[src/rtl/mult_rr_arbiter.sv]
// ============================================================================
// mult_rr_arbiter
//
// Lets NREQ requesters share one combinational 3x3 unsigned multiplier.
// A round-robin arbiter grants at most one operand pair per cycle. The
// 6-bit product is returned through a single-entry registered output stage,
// tagged with the ID of the requester that owns it.
//
// Ports
//   clk        in   1        clock, all state on the rising edge
//   rst        in   1        asynchronous, active-high reset
//   req_valid  in   NREQ     requester i has an operand pair pending
//   req_ready  out  NREQ     requester i's pair is accepted this cycle (one-hot or zero)
//   req_a      in   3*NREQ   operand A, requester i at [3i+2:3i]
//   req_b      in   3*NREQ   operand B, same packing
//   res_valid  out  1        the product register holds a result
//   res_ready  in   1        downstream takes the result this cycle
//   res_id     out  IDW      requester that owns res_p
//   res_p      out  6        unsigned product a*b
// ============================================================================

// ----------------------------------------------------------------------------
// mult3x3: 3x3 unsigned array multiplier (sum of shifted partial products)
// ----------------------------------------------------------------------------
module mult3x3 (
    input  logic [2:0] a_i,
    input  logic [2:0] b_i,
    output logic [5:0] p_o
);

    logic [5:0] pp0;
    logic [5:0] pp1;
    logic [5:0] pp2;

    assign pp0 = {3'b000, a_i & {3{b_i[0]}}};
    assign pp1 = {2'b00,  a_i & {3{b_i[1]}}, 1'b0};
    assign pp2 = {1'b0,   a_i & {3{b_i[2]}}, 2'b00};

    // 7*7 = 49 fits in 6 bits, so the sum cannot overflow.
    assign p_o = pp0 + pp1 + pp2;

endmodule

// ----------------------------------------------------------------------------
// mult_rr_arbiter: top
// ----------------------------------------------------------------------------
module mult_rr_arbiter #(
    parameter  int NREQ = 4,
    localparam int IDW  = $clog2(NREQ)
) (
    input  logic                  clk,
    input  logic                  rst,
    input  logic [NREQ-1:0]       req_valid,
    output logic [NREQ-1:0]       req_ready,
    input  logic [3*NREQ-1:0]     req_a,
    input  logic [3*NREQ-1:0]     req_b,
    output logic                  res_valid,
    input  logic                  res_ready,
    output logic [IDW-1:0]        res_id,
    output logic [5:0]            res_p
);

    typedef enum logic {
        EMPTY = 1'b0,
        FULL  = 1'b1
    } state_t;

    state_t          state_q, state_d;
    logic [IDW-1:0]  ptr_q,   ptr_d;
    logic [5:0]      p_q,     p_d;
    logic [IDW-1:0]  id_q,    id_d;

    logic            gnt_found;
    logic [IDW-1:0]  gnt_idx;
    logic [IDW:0]    idx_w;
    logic            can_accept;
    logic            accept;
    logic [2:0]      a_mux;
    logic [2:0]      b_mux;
    logic [5:0]      mult_p;

    // ------------------------------------------------------------------
    // Round-robin search: walk ptr, ptr+1, ... wrapping at NREQ. One extra
    // bit on idx_w lets the wrap be a single conditional subtract, which
    // also works when NREQ is not a power of two.
    // ------------------------------------------------------------------
    always_comb begin
        gnt_found = 1'b0;
        gnt_idx   = '0;
        idx_w     = '0;
        for (int k = 0; k < NREQ; k++) begin
            idx_w = {1'b0, ptr_q} + (IDW+1)'(k);
            if (idx_w >= (IDW+1)'(NREQ)) begin
                idx_w = idx_w - (IDW+1)'(NREQ);
            end
            if (!gnt_found && req_valid[idx_w[IDW-1:0]]) begin
                gnt_found = 1'b1;
                gnt_idx   = idx_w[IDW-1:0];
            end
        end
    end

    // The register can take a new result when empty, or when the current
    // one drains this same cycle (zero-bubble throughput). The handshake
    // depends only on valid/ready/state/ptr, never on operand values.
    assign can_accept = (state_q == EMPTY) || res_ready;
    assign accept     = gnt_found && can_accept && !rst;

    always_comb begin
        req_ready = '0;
        if (accept) begin
            req_ready[gnt_idx] = 1'b1;
        end
    end

    // Operand mux written as a compare loop so that every slice bound is
    // a constant.
    always_comb begin
        a_mux = '0;
        b_mux = '0;
        for (int k = 0; k < NREQ; k++) begin
            if (gnt_idx == IDW'(k)) begin
                a_mux = req_a[3*k +: 3];
                b_mux = req_b[3*k +: 3];
            end
        end
    end

    mult3x3 u_mult (
        .a_i (a_mux),
        .b_i (b_mux),
        .p_o (mult_p)
    );

    // ------------------------------------------------------------------
    // Output stage next-state: load on accept, drain when downstream takes
    // the result, otherwise hold. Priority rotates only on accept.
    // ------------------------------------------------------------------
    always_comb begin
        state_d = state_q;
        ptr_d   = ptr_q;
        p_d     = p_q;
        id_d    = id_q;
        if (accept) begin
            state_d = FULL;
            p_d     = mult_p;
            id_d    = gnt_idx;
            ptr_d   = (gnt_idx == IDW'(NREQ-1)) ? '0 : gnt_idx + IDW'(1);
        end else if ((state_q == FULL) && res_ready) begin
            state_d = EMPTY;
        end
    end

    always_ff @(posedge clk or posedge rst) begin
        if (rst) begin
            state_q <= EMPTY;
            ptr_q   <= '0;
            p_q     <= '0;
            id_q    <= '0;
        end else begin
            state_q <= state_d;
            ptr_q   <= ptr_d;
            p_q     <= p_d;
            id_q    <= id_d;
        end
    end

    assign res_valid = (state_q == FULL);
    assign res_p     = p_q;
    assign res_id    = id_q;

endmodule

[config.mk]
export PLATFORM = sky130hd
export DESIGN_NAME = mult_rr_arbiter
export DESIGN_NICKNAME = d
export VERILOG_FILES = /design/src/rtl/mult_rr_arbiter.sv
export SDC_FILE = /design/constraint.sdc
export NUM_CORES = 1
export LEC_CHECK = 0
export CAP_MARGIN = 25
export CORE_UTILIZATION = 45
export CTS_CLUSTER_SIZE = 12
export DETAILED_ROUTE_END_ITERATION = 10
export HOLD_SLACK_MARGIN = 0.08
export PLACE_DENSITY = 0.84
export SLEW_MARGIN = 20
export SYNTH_ARGS = -nofsm -noshare
export SYNTH_HDL_FRONTEND = slang
export SYNTH_SLANG_ARGS = --single-unit
[constraint.sdc]
create_clock -name clk -period 5.7 [get_ports clk]
set_input_delay 1.14 -clock clk [delete_from_list [all_inputs] [get_ports clk]]
set_output_delay 1.14 -clock clk [all_outputs]
set_load 0.05 [all_outputs]
==> run_results.csv, run 1 <==
group,metric,value,unit
run,maxCapViolations,0,
clock_network,hold_buffers,0,
final_layout,diodes,0,
floorplanning,die_x,49.5,um
clock_network,clock_latency,270,ps
sta,totalNegativeSetupSlack,0,ps
sta,setup_violations,0,
final_layout,register_area,275,um^2
critical_path,crit_path_end_kind,"output port",
power,ir_drop,0.254,mV
floorplanning,die_area,2450,um^2
clock_network,cts_buffers,3,
routing,wl_per_cell,13.0,um
critical_path,crit_path_end,"req_ready[1]",
final_layout,multi_input_area,666,um^2
synthesis,synth_top_family_by_area,"compound AO/OA/AOI/OAI gates",
critical_path,rr_worst_depth,19,
clock_network,cts.reportedPaths.clkPinSlew,70,ps
clock_network,cts_setup_buffers,0,
sta,final.period_utilization,0.870,
sta,setup_ws,739,ps
clock_network,cts_root_buffer,"clkbuf_4",
clock_network,cts_resized,0,
routing,drt-initial-drc-count,19,
synthesis,netlist_area,1010,um^2
global_routing,grt_pass1_wl,4250,um
min_path,hold_class,"reg -> reg",
critical_path,r2r_start,"ptr_q[1]$_DFFE_PP0P_",
status,status,"complete, no violations",
synthesis,synth_xor_area_frac,0.0259,
floorplanning,start_util,0.497,
final_layout,area_growth,46.2,%
place,dp_cells,193,
synthesis,synth_top_area_frac,0.271,
place,place_ws,546,ps
place,io_buffer_count,43,
critical_path,critPathArrivalTime,3820,ps
clock_network,cts_sinks,11,
sta,skew,5.84,ps
sta,relSlewSlack,0.664,
final_layout,final_layout_size_suffix_gt1_frac,0.0765,
clock_network,clockBufferDepth,2,
clock_network,htreeDepth,1,
place,place_hpwl,2170,um
synthesis,mappedNetlistNets,168,
floorplanning,coreArea,2040,um^2
place,gp_congestion,0.871,
routing,dr.pass1.iters,4,
synthesis,synth_top_area_cell,"dfrtp_1",
global_routing,overflow,0,
critical_path,start_kind,"input pin",
synthesis,syn_inst,126,
final_layout,num-nets-final,213,
critical_path,cp.required,4560,ps
synthesis,yosysWarnings,0,
sta,tightest_slew,503,ps
synthesis,ys_seq_area_frac,0.271,
synthesis,synth.distinct_cells,33,
routing,drc,0,
synthesis,yosys.area_share.simple,0.232,
global_routing,gr-usage-all-layers,0.234,
synthesis,avgSynthCellArea,8.05,um^2
sta,final.min_clock_period,4960,ps
routing,postRouteWirelength,2570,um
critical_path,worstSetupStartpoint,"req_valid[0]",
critical_path,path_class,"in -> out",
synthesis,synth_compound_gate_area_share,0.237,
clock_network,cts_tree,"done",
synthesis,synth_mux_area_frac,0.0111,
routing,vias_per_cell,5.39,
floorplanning,fp.dieH,49.5,um
final_layout,final_common_cell,"clkdlybuf4s50_1",
final_layout,mostFrequentLayoutCells,"43 x clkdlybuf4s50_1, 25 x nand2_1, 13 x inv_1",
synthesis,synth_fa_ha_area_frac,0.150,
routing,vias,1062,
sta,hold_viol,0,
sta,fmax,202,MHz
final_layout,fill_cells,167,
floorplanning,rows,16,
floorplanning,io_pins,44,
sta,drv_slew,0,
sta,rsz0062_at_grt,"false",
critical_path,timing.reg2reg.setup_slack,1770,ps
global_routing,antenna_found_initial,0,
routing,ant_nets,0,
global_routing,first_global_vias,1050,
final_layout,utilization,0.727,
synthesis,ys_seq_elements,11,
power,leakagePower,0.657,nW
final_layout,final_cells,197,
global_routing,grt_max_degree,17,
critical_path,cp_max_fo,13,
power,powerDensity,430,nW/um^2
synthesis,synthTopCellsByArea,"dfrtp_1 27%, ha_1 11%, nand2_1 9.2%",
critical_path,worstReg2RegEnd,"res_p[4]$_DFFE_PP0P_",
worst min-delay path by stage:
stage / slack (ps) / cells past startpoint / to / from
after floorplan: 520 / 2 / ptr_q[0]$_DFFE_PP0P_ / ptr_q[0]$_DFFE_PP0P_
after global placement: 460 / 1 / res_id[0]$_DFFE_PP0P_ / res_id[0]$_DFFE_PP0P_
after detailed placement: 470 / 2 / res_p[2]$_DFFE_PP0P_ / res_p[2]$_DFFE_PP0P_
after CTS: 490 / 2 / res_p[2]$_DFFE_PP0P_ / res_p[2]$_DFFE_PP0P_
after global routing: 520 / 2 / res_p[1]$_DFFE_PP0P_ / res_p[1]$_DFFE_PP0P_
final: 480 / 2 / res_p[2]$_DFFE_PP0P_ / res_p[2]$_DFFE_PP0P_
cell families after synthesis:
group                      count (synthesis)
and+or+nand+nor                           47
adders and majority gates                 11
AOI/OAI and AO/OA                         36
muxes                                      1
DFF                                       11
buffers and inverters                     17
xor gates and xnor gates                   3
power by group:
part           switching (mW)  internal [mW]
clock network          0.0262         0.0271
logic                   0.285          0.180
registers              0.0157          0.104
total                   0.327          0.311
final cells by class:
| type | instances | area share |
|---|---|---|
| Multi-Input combinational cell | 98 | 0.449 |
| Sequential cell | 11 | 0.185 |
| Clock buffer | 4 | 0.0177 |
| Tap cell | 27 | 0.0228 |
| Inverter | 14 | 0.0354 |
| Timing Repair Buffer | 43 | 0.290 |
sequential cells by signal, indices dropped and copies added, names as in the netlist:
name / cells
res_p: 6
ptr_q: 2
res_id: 2
res_valid: 1
per-stage QoR:
stage	area (um^2)	power, mW	hold WS, ps
floorplan	1010	0.454	516
finish	1480	0.638	484
CTS	1480	0.644	486
global route	1480	0.696	516
detailed placement	1460	0.588	468
global placement	1460	0.568	460
routing by layer:
metal  share of wire  vias to the layer above  track usage
met5               0                        -            0
met4           0.023                        0        0.100
met3           0.054                        9       0.0586
met2            0.52                       35        0.429
met1            0.41                      495        0.251
li1                -                      523            -
cell usage after synthesis:
master     count
o211ai_1       5
inv_2          1
nand3b_1       1
o21a_1         1
fa_1           2
nor4_4         1
mux2_2         1
o21ai_1        4
o31ai_1        1
o21ai_0        4
and2_4         1
o221a_2        2
xnor2_1        1
nor2_1        10
buf_6          1
a21oi_1        9
nand2_4        1
inv_1         13
buf_2          2
a2bb2oi_1      1
a21o_1         2
o221ai_1       4
nor2_2         1
nand2_1       25
o22ai_1        1
nand2b_1       2
nor2_4         1
ha_1           9
nand2_2        1
a22oi_1        2
dfrtp_1       11
xor2_1         2
and3_1         3
critical path, cell delays in order:
cell,delay (ps)
clkdlybuf4s50_1,510
mux2_2,300
nand2_1,60
o221ai_1,140
nor2_1,220
ha_1,420
and3_1,230
clkdlybuf4s50_1,800
No activity file was read; power rests on OpenSTA's default activity.
==> run 2: changes to the inputs <==
--- a/config.mk
+++ b/config.mk
@@ -10,7 +10,7 @@
 export CTS_CLUSTER_SIZE = 12
 export DETAILED_ROUTE_END_ITERATION = 10
 export HOLD_SLACK_MARGIN = 0.08
-export PLACE_DENSITY = 0.84
+export PLACE_DENSITY = 0.82
 export SLEW_MARGIN = 20
 export SYNTH_ARGS = -nofsm -noshare
 export SYNTH_HDL_FRONTEND = slang
==> run_results.csv, run 2 (synthesis results as in run 1) <==
group,metric,value,unit
final_layout,final_cells,197,
floorplanning,die_area,2450,um^2
clock_network,clockBufferDepth,2,
critical_path,timing.reg2reg.setup_slack,1730,ps
critical_path,rr_worst_depth,18,
sta,whs,483,ps
final_layout,utilization,0.727,
min_path,hold_depth,1,
final_layout,largest_reg_flops,6,
min_path,hp-start,"res_id[0]$_DFFE_PP0P_",
final_layout,num-nets-final,213,
power,ir_drop,0.275,mV
routing,drc,0,
sta,drv_slew,0,
critical_path,crit_chain,"clkdlybuf4s50_1, a21oi_1, o21a_1, o22ai_1, inv_1, ha_1, inv_2, nand2_1, o221ai_1, nor2_1, ha_1, inv_1, fa_1, inv_1, ha_1, inv_1, fa_1, xor2_1, o21ai_1",
power,leakagePower,0.657,nW
routing,postRouteWirelength,2620,um
sta,setup_violations,0,
critical_path,worstReg2RegEnd,"res_p[4]$_DFFE_PP0P_",
routing,wl_per_cell,13.3,um
clock_network,cts_resized,0,
clock_network,cts_setup_buffers,0,
critical_path,crit_path_end_kind,"register",
critical_path,cp.required,5860,ps
global_routing,grt_pass1_wl,4610,um
global_routing,antenna_found_initial,0,
routing,vias,1066,
clock_network,cts_root_buffer,"clkbuf_4",
floorplanning,die_x,49.5,um
sta,totalNegativeSetupSlack,0,ps
place,place_hpwl,2160,um
power,powerDensity,433,nW/um^2
min_path,hold_class,"reg -> reg",
critical_path,cp_slowest_stage_delay,590,ps
floorplanning,fp.dieH,49.5,um
final_layout,final_common_cell,"clkdlybuf4s50_1",
critical_path,start_kind,"input pin",
final_layout,multi_input_area,666,um^2
floorplanning,io_pins,44,
clock_network,cts_buffers,3,
status,status,"complete, no violations",
critical_path,worst_path_most_repeated_cell,"inv_1",
sta,rsz0062_at_grt,"false",
critical_path,r2r_start,"ptr_q[1]$_DFFE_PP0P_",
final_layout,mostFrequentLayoutCells,"43 x clkdlybuf4s50_1, 25 x nand2_1, 13 x inv_1",
floorplanning,rows,16,
power,power,0.642,mW
min_path,min_to,"res_id[0]$_DFFE_PP0P_",
critical_path,cp_max_fo,9,
place,io_buffer_count,43,
final_layout,fill_cells,175,
sta,hold_viol,0,
place,gp_congestion,0.873,
critical_path,path_class,"in -> reg",
critical_path,critPathArrivalTime,5130,ps
routing,dr.pass1.iters,4,
final_layout,diodes,0,
clock_network,cts_sinks,11,
sta,fmax,201,MHz
final_layout,final_layout_size_suffix_gt1_frac,0.0765,
clock_network,hold_buffers,0,
clock_network,cts_tree,"done",
sta,tightest_slew,506,ps
routing,vias_per_cell,5.41,
routing,drt-initial-drc-count,27,
sta,final.min_clock_period,4980,ps
floorplanning,start_util,0.497,
critical_path,crit_slowest_cell,"clkdlybuf4s50_1",
run,maxCapViolations,0,
floorplanning,coreArea,2040,um^2
final_layout,area_growth,46.2,%
sta,relSlewSlack,0.662,
routing,ant_nets,0,
sta,skew,5.92,ps
global_routing,gr-usage-all-layers,0.241,
critical_path,crit_buf_inv,6,
critical_path,critical-path-top-delay-family,"adder cells",
clock_network,clock_latency,270,ps
sta,final.period_utilization,0.873,
global_routing,grt_max_degree,17,
clock_network,htreeDepth,1,
place,dp_cells,193,
global_routing,overflow,0,
final_layout,register_area,275,um^2
global_routing,first_global_vias,1067,
clock_network,cts.reportedPaths.clkPinSlew,70,ps
## run 2: power by group
group | switching, mW | internal, mW
Sequential | 0.0157 | 0.104
Combinational | 0.288 | 0.182
Clock | 0.0252 | 0.0271
## run 2: worst max path at each step
stage	startpoint	to	slack (ps)	cells after the start
CTS	req_valid[0]	req_ready[1]	760	8
finish	req_valid[0]	res_p[4]$_DFFE_PP0P_	720	19
global route	req_valid[0]	res_p[4]$_DFFE_PP0P_	400	19
global placement	req_valid[0]	res_p[4]$_DFFE_PP0P_	670	19
floorplan	req_valid[2]	res_p[4]$_DFFE_PP0P_	1520	20
detailed placement	req_valid[0]	res_p[4]$_DFFE_PP0P_	500	19
## run 2: area by class of cell
| cell class | count | area share |
|---|---|---|
| clock buffer | 4 | 0.0177 |
| inverter | 14 | 0.0354 |
| multi-input combinational | 98 | 0.449 |
| sequential | 11 | 0.185 |
| tap | 27 | 0.0228 |
| timing repair buffer | 43 | 0.290 |
## run 2: routing by layer
metal / global-route usage / vias up / wire length (um)
met3: 0.0556 / 2 / 124
met1: 0.287 / 496 / 1100
met2: 0.450 / 41 / 1390
met5: 0 / - / 0
li1: - / 527 / -
met4: 0.0238 / 0 / 5
## run 2: worst reg2reg max path, stage by stage (launching register included)
cell	delay [ps]
dfrtp_1	430
mux2_2	350
nand2_1	60
o221ai_1	120
nor2_1	230
ha_1	430
nand2_1	100
o211ai_1	130
o221ai_1	240
nor2_1	160
ha_1	170
inv_1	50
fa_1	450
inv_1	80
ha_1	160
inv_1	50
fa_1	380
xor2_1	190
o21ai_1	70
## run 2: through the flow
stage / worst slack [ps] / cell area, um^2
final: 722 / 1480
after global routing: 403 / 1480
after CTS: 762 / 1480
after detailed placement: 505 / 1460
after global placement: 669 / 1460
after floorplan: 1520 / 1010
